<file path="src/rtl/mem_pkg.sv">
// Shared types and constants for the MEM stage of the SQED core.
package mem_pkg;

  localparam int XLEN   = 32;
  localparam int REG_AW = 5;

  typedef enum logic [1:0] {
    IDLE = 2'd0,
    WAIT = 2'd1,
    DONE = 2'd2
  } mem_state_t;

  // Data memory is word-only: low address bits are dropped, never trapped.
  function automatic logic [XLEN-1:0] word_align(input logic [XLEN-1:0] addr);
    return {addr[XLEN-1:2], 2'b00};
  endfunction

endpackage

</file>
<file path="src/rtl/mem_access_unit_if.sv">
// Data-memory req/ack bus between the MEM stage (master) and memory (slave).
interface mem_access_unit_if
  import mem_pkg::*;
  ();

  logic            dmem_req;
  logic            dmem_we;
  logic [XLEN-1:0] dmem_addr;
  logic [XLEN-1:0] dmem_wdata;
  logic            dmem_ack;
  logic [XLEN-1:0] dmem_rdata;

  modport master (
    output dmem_req, dmem_we, dmem_addr, dmem_wdata,
    input  dmem_ack, dmem_rdata
  );

  modport slave (
    input  dmem_req, dmem_we, dmem_addr, dmem_wdata,
    output dmem_ack, dmem_rdata
  );

endinterface

</file>
<file path="src/rtl/mem_wb_reg.sv">
// MEM/WB pipeline register: each edge either loads the retiring instruction or a bubble.
module mem_wb_reg
  import mem_pkg::*;
(
  input  logic              clk,
  input  logic              reset,
  input  logic              load,
  input  logic [XLEN-1:0]   wb_data_in,
  input  logic [REG_AW-1:0] rd_in,
  input  logic              memtoReg_in,
  input  logic              regWrite_in,
  input  logic              qed_vld_in,
  output logic [XLEN-1:0]   wb_data_out,
  output logic [REG_AW-1:0] rd_out,
  output logic              memtoReg_out,
  output logic              regWrite_out,
  output logic              qed_vld_out
);

  always_ff @(posedge clk or posedge reset) begin
    if (reset) begin
      wb_data_out  <= '0;
      rd_out       <= '0;
      memtoReg_out <= 1'b0;
      regWrite_out <= 1'b0;
      qed_vld_out  <= 1'b0;
    end else if (load) begin
      wb_data_out  <= wb_data_in;
      rd_out       <= rd_in;
      memtoReg_out <= memtoReg_in;
      regWrite_out <= regWrite_in;
      qed_vld_out  <= qed_vld_in;
    end else begin
      // Bubble: nothing retires, so the QED valid bit is cleared with regWrite.
      wb_data_out  <= '0;
      rd_out       <= '0;
      memtoReg_out <= 1'b0;
      regWrite_out <= 1'b0;
      qed_vld_out  <= 1'b0;
    end
  end

endmodule

</file>
<file path="src/rtl/mem_access_unit.sv">
// MEM stage: issues data-memory accesses, stalls EX/MEM while one is outstanding,
// and feeds the MEM/WB register with either the retiring instruction or a bubble.
module mem_access_unit
  import mem_pkg::*;
(
  input  logic              clk,
  input  logic              reset,
  input  logic [XLEN-1:0]   alu_res_in,
  input  logic [XLEN-1:0]   reg_data2_in,
  input  logic [REG_AW-1:0] rd_in,
  input  logic              memRead_in,
  input  logic              memWrite_in,
  input  logic              memtoReg_in,
  input  logic              regWrite_in,
  input  logic              branch_in,
  input  logic              alu_zero_in,
  input  logic              qed_vld_in,
  mem_access_unit_if.master dmem,
  output logic              pipe_stall,
  output logic              pc_src,
  output logic [XLEN-1:0]   wb_data_out,
  output logic [REG_AW-1:0] rd_out,
  output logic              memtoReg_out,
  output logic              regWrite_out,
  output logic              qed_vld_out
);

  mem_state_t      state_reg;
  mem_state_t      state_next;
  logic            req_reg;
  logic            we_reg;
  logic [XLEN-1:0] addr_reg;
  logic [XLEN-1:0] wdata_reg;
  logic [XLEN-1:0] rdata_reg;

  logic            acc;
  logic            is_load;
  logic            issue;
  logic            complete;
  logic            wb_load;
  logic [XLEN-1:0] wb_data_next;

  assign acc     = memRead_in | memWrite_in;
  // A store wins when both flags are set.
  assign is_load = memRead_in & ~memWrite_in;
  assign pc_src  = branch_in & alu_zero_in;

  always_ff @(posedge clk or posedge reset) begin
    if (reset) begin
      state_reg <= IDLE;
    end else begin
      state_reg <= state_next;
    end
  end

  always_comb begin
    state_next   = state_reg;
    pipe_stall   = 1'b0;
    issue        = 1'b0;
    complete     = 1'b0;
    wb_load      = 1'b0;
    wb_data_next = alu_res_in;
    case (state_reg)
      IDLE: begin
        if (acc) begin
          pipe_stall = 1'b1;
          issue      = 1'b1;
          state_next = WAIT;
        end else begin
          wb_load = 1'b1;
        end
      end
      WAIT: begin
        pipe_stall = 1'b1;
        if (dmem.dmem_ack) begin
          complete   = 1'b1;
          state_next = DONE;
        end
      end
      DONE: begin
        // EX/MEM still holds the finished access here, so acc must not re-issue it.
        wb_load    = 1'b1;
        state_next = IDLE;
        if (is_load) begin
          wb_data_next = rdata_reg;
        end
      end
      default: begin
        state_next = IDLE;
      end
    endcase
  end

  always_ff @(posedge clk or posedge reset) begin
    if (reset) begin
      req_reg   <= 1'b0;
      we_reg    <= 1'b0;
      addr_reg  <= '0;
      wdata_reg <= '0;
      rdata_reg <= '0;
    end else begin
      if (issue) begin
        req_reg   <= 1'b1;
        we_reg    <= memWrite_in;
        addr_reg  <= word_align(alu_res_in);
        wdata_reg <= reg_data2_in;
      end
      if (complete) begin
        req_reg   <= 1'b0;
        rdata_reg <= dmem.dmem_rdata;
      end
    end
  end

  assign dmem.dmem_req   = req_reg;
  assign dmem.dmem_we    = we_reg;
  assign dmem.dmem_addr  = addr_reg;
  assign dmem.dmem_wdata = wdata_reg;

  mem_wb_reg u_mem_wb_reg (
    .clk          (clk),
    .reset        (reset),
    .load         (wb_load),
    .wb_data_in   (wb_data_next),
    .rd_in        (rd_in),
    .memtoReg_in  (memtoReg_in),
    .regWrite_in  (regWrite_in),
    .qed_vld_in   (qed_vld_in),
    .wb_data_out  (wb_data_out),
    .rd_out       (rd_out),
    .memtoReg_out (memtoReg_out),
    .regWrite_out (regWrite_out),
    .qed_vld_out  (qed_vld_out)
  );

endmodule

</file>
<file path="src/flat_wrapper.sv">
// flat-port wrapper written by rule: the top's interface ports become plain ports
module mem_access_unit_flat import mem_pkg::*;
  (clk, reset, alu_res_in, reg_data2_in, rd_in, memRead_in, memWrite_in, memtoReg_in, regWrite_in, branch_in, alu_zero_in, qed_vld_in, pipe_stall, pc_src, wb_data_out, rd_out, memtoReg_out, regWrite_out, qed_vld_out, dmem_dmem_req, dmem_dmem_we, dmem_dmem_addr, dmem_dmem_wdata, dmem_dmem_ack, dmem_dmem_rdata);
  mem_access_unit_if dmem_i ();
  input  logic clk;
  input  logic reset;
  input  logic [XLEN-1:0] alu_res_in;
  input  logic [XLEN-1:0] reg_data2_in;
  input  logic [REG_AW-1:0] rd_in;
  input  logic memRead_in;
  input  logic memWrite_in;
  input  logic memtoReg_in;
  input  logic regWrite_in;
  input  logic branch_in;
  input  logic alu_zero_in;
  input  logic qed_vld_in;
  output logic pipe_stall;
  output logic pc_src;
  output logic [XLEN-1:0] wb_data_out;
  output logic [REG_AW-1:0] rd_out;
  output logic memtoReg_out;
  output logic regWrite_out;
  output logic qed_vld_out;
  output wire logic [$bits(dmem_i.dmem_req)-1:0] dmem_dmem_req;
  output wire logic [$bits(dmem_i.dmem_we)-1:0] dmem_dmem_we;
  output wire logic [$bits(dmem_i.dmem_addr)-1:0] dmem_dmem_addr;
  output wire logic [$bits(dmem_i.dmem_wdata)-1:0] dmem_dmem_wdata;
  input wire logic [$bits(dmem_i.dmem_ack)-1:0] dmem_dmem_ack;
  input wire logic [$bits(dmem_i.dmem_rdata)-1:0] dmem_dmem_rdata;
  assign dmem_dmem_req = dmem_i.dmem_req;
  assign dmem_dmem_we = dmem_i.dmem_we;
  assign dmem_dmem_addr = dmem_i.dmem_addr;
  assign dmem_dmem_wdata = dmem_i.dmem_wdata;
  assign dmem_i.dmem_ack = dmem_dmem_ack;
  assign dmem_i.dmem_rdata = dmem_dmem_rdata;
  mem_access_unit u_core (.clk(clk), .reset(reset), .alu_res_in(alu_res_in), .reg_data2_in(reg_data2_in), .rd_in(rd_in), .memRead_in(memRead_in), .memWrite_in(memWrite_in), .memtoReg_in(memtoReg_in), .regWrite_in(regWrite_in), .branch_in(branch_in), .alu_zero_in(alu_zero_in), .qed_vld_in(qed_vld_in), .dmem(dmem_i), .pipe_stall(pipe_stall), .pc_src(pc_src), .wb_data_out(wb_data_out), .rd_out(rd_out), .memtoReg_out(memtoReg_out), .regWrite_out(regWrite_out), .qed_vld_out(qed_vld_out));
endmodule
</file>
<file path="config.mk">
export PLATFORM = sky130hd
export DESIGN_NAME = mem_access_unit_flat
export DESIGN_NICKNAME = d
export VERILOG_FILES = /design/src/rtl/mem_pkg.sv /design/src/rtl/mem_access_unit_if.sv /design/src/rtl/mem_wb_reg.sv /design/src/rtl/mem_access_unit.sv /design/src/flat_wrapper.sv
export SDC_FILE = /design/constraint.sdc
export NUM_CORES = 1
export LEC_CHECK = 0
export ABC_AREA = 1
export BUFFER_PORTS_ARGS = -buffer_cell sky130_fd_sc_hd__buf_2
export CELL_PAD_IN_SITES_DETAIL_PLACEMENT = 0
export CELL_PAD_IN_SITES_GLOBAL_PLACEMENT = 1
export CORE_ASPECT_RATIO = 0.6
export CORE_UTILIZATION = 35
export DETAILED_ROUTE_END_ITERATION = 10
export HOLD_SLACK_MARGIN = 0.15
export PLACE_DENSITY_LB_ADDON = 0.25
export SETUP_SLACK_MARGIN = 0.05
export SLEW_MARGIN = 10
export SYNTH_ARGS = -nofsm -noshare
export SYNTH_HDL_FRONTEND = slang
export SYNTH_SLANG_ARGS = --single-unit
</file>
<file path="constraint.sdc">
create_clock -name clk -period 5.8 [get_ports clk]
set_clock_uncertainty 0.05 [all_clocks]
set_input_delay 1.74 -clock clk [delete_from_list [all_inputs] [get_ports clk]]
set_output_delay 1.74 -clock clk [all_outputs]
set_load 0.01 [all_outputs]
</file>
==> metrics.txt, run 1 <==
Synth Instances 633; Internal Pwr Total around 2.5 mW; Slew @ Worst Pin 1.10 ns; fin crit period approximately 4 ns; crit path kind in -> out; Pleak 4.09 nW; Worst path most repeated cell buf_2; Slew Limit Fails 0; Yosys cell types 15; DRC viols 0; Psw between 1 and 1.5 mW; DR iter-0 viols between 300 and 400; first-pass GRT wire length about 24000 µm; synth top area cells dfrtp_1 (62%), nand2_1 (13%), nand3_1 (8.5%); pin count of the biggest net entering global routing a little under 70; Register-to-Register Path Depth 7; post-route core utilization a little under half; reg-to-reg endpoint u_core.u_mem_wb_reg.rd_out[3]; ant diodes 0; met3 WL about 1400 µm; htree depth 4; CP arrival between 2 and 2.5 ns; DP Worst Slack 1.70 ns; met2 WL about 6000 µm; RSZ-0062 raised after global routing no; fin nets roughly 950; Post-Syn Area per Cell 8.74 µm²; drt pass-1 iters 4; Setup Viol. Count Final 0; YS warnings 0; Worst IR Drop VDD approximately 0.20 mV; Reg power frac about 40%; Top Layer Used met5; gr usage total 19.7%; Detail Route Antenna Nets 0; Gate power share 32.9%; Die X ~160 µm; sequential area share after synthesis between 60% and 70%; maximum clock rate 244 MHz; Area Overhead vs Synth 32.9%; detailed-route via count between 4000 and 5000; Cell Pwr Density 529 nW/µm²; Worst path top cell family by delay buffers and inverters; fin worst setup slack 1.69 ns; cell depth of the worst setup path 6; crit path launch memWrite_in; routed vias/inst about 4.5; CP endpoint pipe_stall; hold_buf cts 0; Hold Path Class reg -> reg; total grt overflow 0; initial core utilization between 30% and 40%; cell taking the most area after synthesis dfrtp_1; Worst Path Max Fanout 3; Fin. Hold Viols 0; final wirelength around 15000 µm; Avg WL per Cell about 14 µm; Core Footprint 15400 µm²; fin crit share ~70%; PostCTS Resize Cnt 0; Layout fillers approximately 1500; vias in the first global route between 4000 and 5000; crit path max-delay cell type nor2_1; Post-Syn Area 5530 µm²; Die Y around 100 µm; Placer Congestion between 0.7 and 0.8; CTS tree built; RR Startpoint u_core.state_reg[1]; clk_lat worst skew approximately 0.4 ns; worst stage delay on the critical path approximately 0.16 ns; DP HPWL about 10000 µm; Min-Delay Startpoint u_core.dmem.dmem_addr[19]; WP buf/inv 3; post-synthesis register bit count around 140; # IOs between 200 and 250; Clock Sinks between 100 and 150; Post-Route M1 WL around 7600 µm; clock power share 28.2%; final hold slack between 0.4 and 0.5 ns; layout cells sized above 1 a little under a third; number of CTS-inserted buffers 17; antenna violations before repair 1; number of post-CTS setup repair buffers 0; setup TNS 0 ns; worst-case clock buffer depth 2; CTS Root Cell clkbuf_16; required time worst endpoint between 4 and 5 ns; IO buf count 216; CP startpoint kind input pin; Core Rows 35; switching portion of total power 36.3%; max_cap viols 0; relative slew slack between 20% and 30%; outcome complete, no violations; Worst-path clk slew approximately 0.060 ns; Cell Chain, Critical Path buf_2 -> nor2_1 -> inv_2 -> nand2_2 -> nand2_1 -> buf_2; Register-to-Register Setup Slack 3.19 ns; die area 16300 µm²; Yosys top cell area share a little over three fifths; Critical Path End Type output port
## power groups by stage
stage          Sequential [mW]  Clock [mW]  Combinational [mW]
2_1_floorplan             1.65           0               0.653
3_3_place_gp              1.51           0                1.27
3_5_place_dp              1.53           0                1.30
4_1_cts                   1.52        1.13                1.30
5_1_grt                   1.56        1.19                1.46
6_report                  1.52        1.10                1.28
## final cells by class
type	count	area, µm²	share of cell area [%]
flip-flops and latches	138	3450	46.9
inverters	50	193	2.62
multi-input cells	406	1710	23.3
clock inverters	13	169	2.30
repair buffers	224	1140	15.5
well taps	203	254	3.45
clock buffers	19	433	5.89
## synth_stat cells (all sizes together)
| cell type | instances |
|---|---|
| nand2 | 198 |
| nand3 | 94 |
| buf | 23 |
| o21ai | 34 |
| conb | 1 |
| clkbuf | 17 |
| inv | 50 |
| a21oi | 1 |
| dfrtp | 138 |
| nor2 | 77 |
## cells by family (layout without fill, tap and decap cells)
kind of cell           count (synthesis)  after routing  share of synthesized area (%)
other                                  1              2                         0.0678
buffers and inverters                 90            306                           6.99
AND/OR/NAND/NOR                      369            369                           27.4
flip-flops                           138            138                           62.4
AO/OA/AOI/OAI                         35             35                           3.17
## worst min-delay path by stage
stage	end	slack (ns)	depth (start not counted)
2_1_floorplan	u_core.rdata_reg[10]	0.44	2
3_3_place_gp	u_core.dmem.dmem_addr[13]	0.40	2
3_5_place_dp	u_core.dmem.dmem_addr[19]	0.40	2
4_1_cts	u_core.dmem.dmem_addr[19]	0.42	2
5_1_grt	u_core.dmem.dmem_addr[18]	0.44	2
6_report	u_core.dmem.dmem_addr[19]	0.41	2
## per-layer routing
layer	GRT usage [%]	vias to the layer above
met3	7.30	4
met4	5.91	2
met2	29.0	160
met1	27.0	2233
met5	0	-
li1	-	2377
## per-stage QoR
step	power (mW)	cell area, µm²	cells
floorplan	2.31	5540	634
global placement	2.78	6750	1021
detailed placement	2.83	6750	1021
CTS	3.95	7360	1053
global route	4.21	7360	1053
finish	3.89	7360	1053
## worst min-delay path: stages (launching register included)
cell and delay, ns:
dfrtp_1 0.34, nand2_1 0.05, nand2_1 0.05
## cells in the final DEF (no fill, tap or decap)
master	instances
a21oi_1	1
buf_2	216
buf_4	8
bufinv_16	3
clkbuf_1	2
clkbuf_16	17
clkinv_2	2
clkinv_4	4
clkinvlp_4	1
conb_1	2
dfrtp_1	138
inv_1	48
inv_2	1
inv_6	4
nand2_1	197
nand2_2	1
nand3_1	94
nor2_1	73
nor2_2	1
nor2_4	3
o21ai_0	31
o21ai_1	3
Note: power is estimated with default switching activity, not from simulation.
==> run 2: changes to the inputs <==
--- a/config.mk
+++ b/config.mk
@@ -10,7 +10,7 @@
 export CELL_PAD_IN_SITES_DETAIL_PLACEMENT = 0
 export CELL_PAD_IN_SITES_GLOBAL_PLACEMENT = 1
 export CORE_ASPECT_RATIO = 0.6
-export CORE_UTILIZATION = 35
+export CORE_UTILIZATION = 31
 export DETAILED_ROUTE_END_ITERATION = 10
 export HOLD_SLACK_MARGIN = 0.15
 export PLACE_DENSITY_LB_ADDON = 0.25
==> constraint.sdc (replaced) <==
create_clock -name clk -period 3.7 [get_ports clk]
set_clock_uncertainty 0.05 [all_clocks]
set_input_delay 1.11 -clock clk [delete_from_list [all_inputs] [get_ports clk]]
set_output_delay 1.11 -clock clk [all_outputs]
set_load 0.01 [all_outputs]
==> metrics.txt, run 2 (synthesized netlist as in run 1, its figures left out) <==
Register-to-Register Setup Slack 1.37 ns (-1.82 ns); final cell count without fillers 1085 (+3.0%); DR iter-0 viols 265 (-14%); RSZ-0062 raised after global routing no; Slew Limit Fails 0 (unchanged); drt pass-1 iters 4 (unchanged); Placer Congestion 0.792 (+0.50%); layout cells sized above 1 30.9% (+0.20 points); max_cap viols 0 (unchanged); DRC viols 0 (unchanged); Min-Delay Startpoint u_core.dmem.dmem_addr[26]; Hold Path Class reg -> reg; Core Rows 37 (+5.7%); fin crit share 77.2%; Register-to-Register Path Depth 7 (unchanged); fin crit period 2.86 ns; routed vias/inst 4.43 (-2.3%); clk_lat worst skew 0.41 ns (about the same); Worst Path Max Fanout 3 (unchanged); Worst IR Drop VDD 0.285 mV (+46%); relative slew slack 40.2% (+13 points); Core Footprint 17300 µm² (+12%); dpl cells 1054 (+3.2%); pin count of the biggest net entering global routing 67 (-1.5%); required time worst endpoint 2.54 ns (-1.47 ns); Cell Pwr Density 839 nW/µm² (+59%); CTS Root Cell clkbuf_16; setup TNS 0 ns (unchanged); Die Y 105 µm (+6.1%); RR Startpoint u_core.state_reg[0]; die area 18400 µm² (+13%); IO buf count 216 (unchanged); DP HPWL 11000 µm (+8.2%); Pleak 4.13 nW (+0.86%); Fin. Hold Viols 0 (unchanged); met3 WL 1180 µm (-15%); PostCTS Resize Cnt 0 (unchanged); Setup Viol. Count Final 0 (unchanged); hold depth 2 (unchanged); outcome complete, no violations; final wirelength 16000 µm (+5.3%); Clock Sinks 138 (unchanged); htree depth 4 (unchanged); Slew @ Worst Pin 0.896 ns (-0.202 ns); number of post-CTS setup repair buffers 0 (unchanged); crit path launch memWrite_in; number of CTS-inserted buffers 17 (unchanged); antenna violations before repair 2 (+1); Area Overhead vs Synth 35.2%; # IOs 219 (unchanged); worst-case clock buffer depth 2 (unchanged); first-pass GRT wire length 25900 µm (+6.0%); gr usage total 18.0% (-1.7 points); fin nets 950 (+0.21%); vias in the first global route 4904 (+4.8%); CP arrival 1.70 ns (-0.62 ns); hold_buf cts 0 (unchanged); reg-to-reg endpoint u_core.u_mem_wb_reg.wb_data_out[12]; met2 WL 6790 µm (+10%); Avg WL per Cell 14.7 µm (+2.2%); crit path kind in -> out; Critical Path End Type output port; CTS tree built; most frequent cells in the layout buf_2 (216), nand2_1 (197), dfrtp_1 (138), nand3_1 (94), nor2_1 (73); Worst-path clk slew 0.06 ns (about the same); CP startpoint kind input pin; total grt overflow 0 (unchanged); ant diodes 0 (unchanged); Die X 174 µm (+6.2%); commonest non-fill, non-tap cell in the layout buf_2; Top Layer Used met5; Post-Route M1 WL 7890 µm (+4.1%); initial core utilization 32.0% (-3.9 points); Hold EP u_core.dmem.dmem_addr[26]; detailed-route via count 4806 (+0.63%); Detail Route Antenna Nets 0 (unchanged); maximum clock rate 350 MHz
-- run 2: power breakdown --
group,total [mW],switching [mW],internal (mW)
Sequential,2.38,0.261,2.12
Clock,1.88,0.674,1.20
Combinational,2.02,1.32,0.705
Total,6.28,2.25,4.03
-- run 2: cell type report --
cell class | count | area [µm²]
well taps | 234 | 293
repair buffers | 226 | 1180
clock buffers | 18 | 429
fillers | 1799 | 9830
inverters | 50 | 191
clock inverters | 13 | 215
multi-input cells | 406 | 1720
flip-flops and latches | 138 | 3450
-- run 2: routing by layer --
layer | global-route usage [%] | vias to the layer above
met2 | 27.4 | 143
met4 | 4.10 | 2
met3 | 6.42 | 13
li1 | - | 2369
met1 | 24.5 | 2279
met5 | 0 | -
-- run 2: worst max-delay path by stage --
| stage | endpoint | cells after the start | slack (ns) |
|---|---|---|---|
| floorplan | pipe_stall | 6 | 0.68 |
| global placement | pipe_stall | 6 | 0.83 |
| detailed placement | pipe_stall | 6 | 0.84 |
| CTS | pipe_stall | 6 | 0.84 |
| global route | pipe_stall | 6 | 0.80 |
| finish | pipe_stall | 6 | 0.84 |
-- run 2: critical path, stage by stage --
cell and delay (ns):
buf_2 0.13, nor2_1 0.16, inv_2 0.06, nand2_2 0.06
nand2_1 0.04, buf_2 0.13
-- run 2: per-stage QoR --
| stage | power, mW | utilization (%) | instance area [µm²] | hold slack [ns] | setup slack (ns) |
|---|---|---|---|---|---|
| 3_3_place_gp | 4.40 | 39.5 | 6840 | 0.398 | 0.832 |
| 4_1_cts | 6.38 | 43.2 | 7480 | 0.418 | 0.841 |
| 2_1_floorplan | 3.62 | - | 5540 | 0.436 | 0.679 |
| 3_5_place_dp | 4.47 | 39.5 | 6840 | 0.403 | 0.842 |
| 5_1_grt | 6.73 | 43.2 | 7480 | 0.437 | 0.800 |
| 6_report | 6.28 | 43.2 | 7480 | 0.413 | 0.844 |
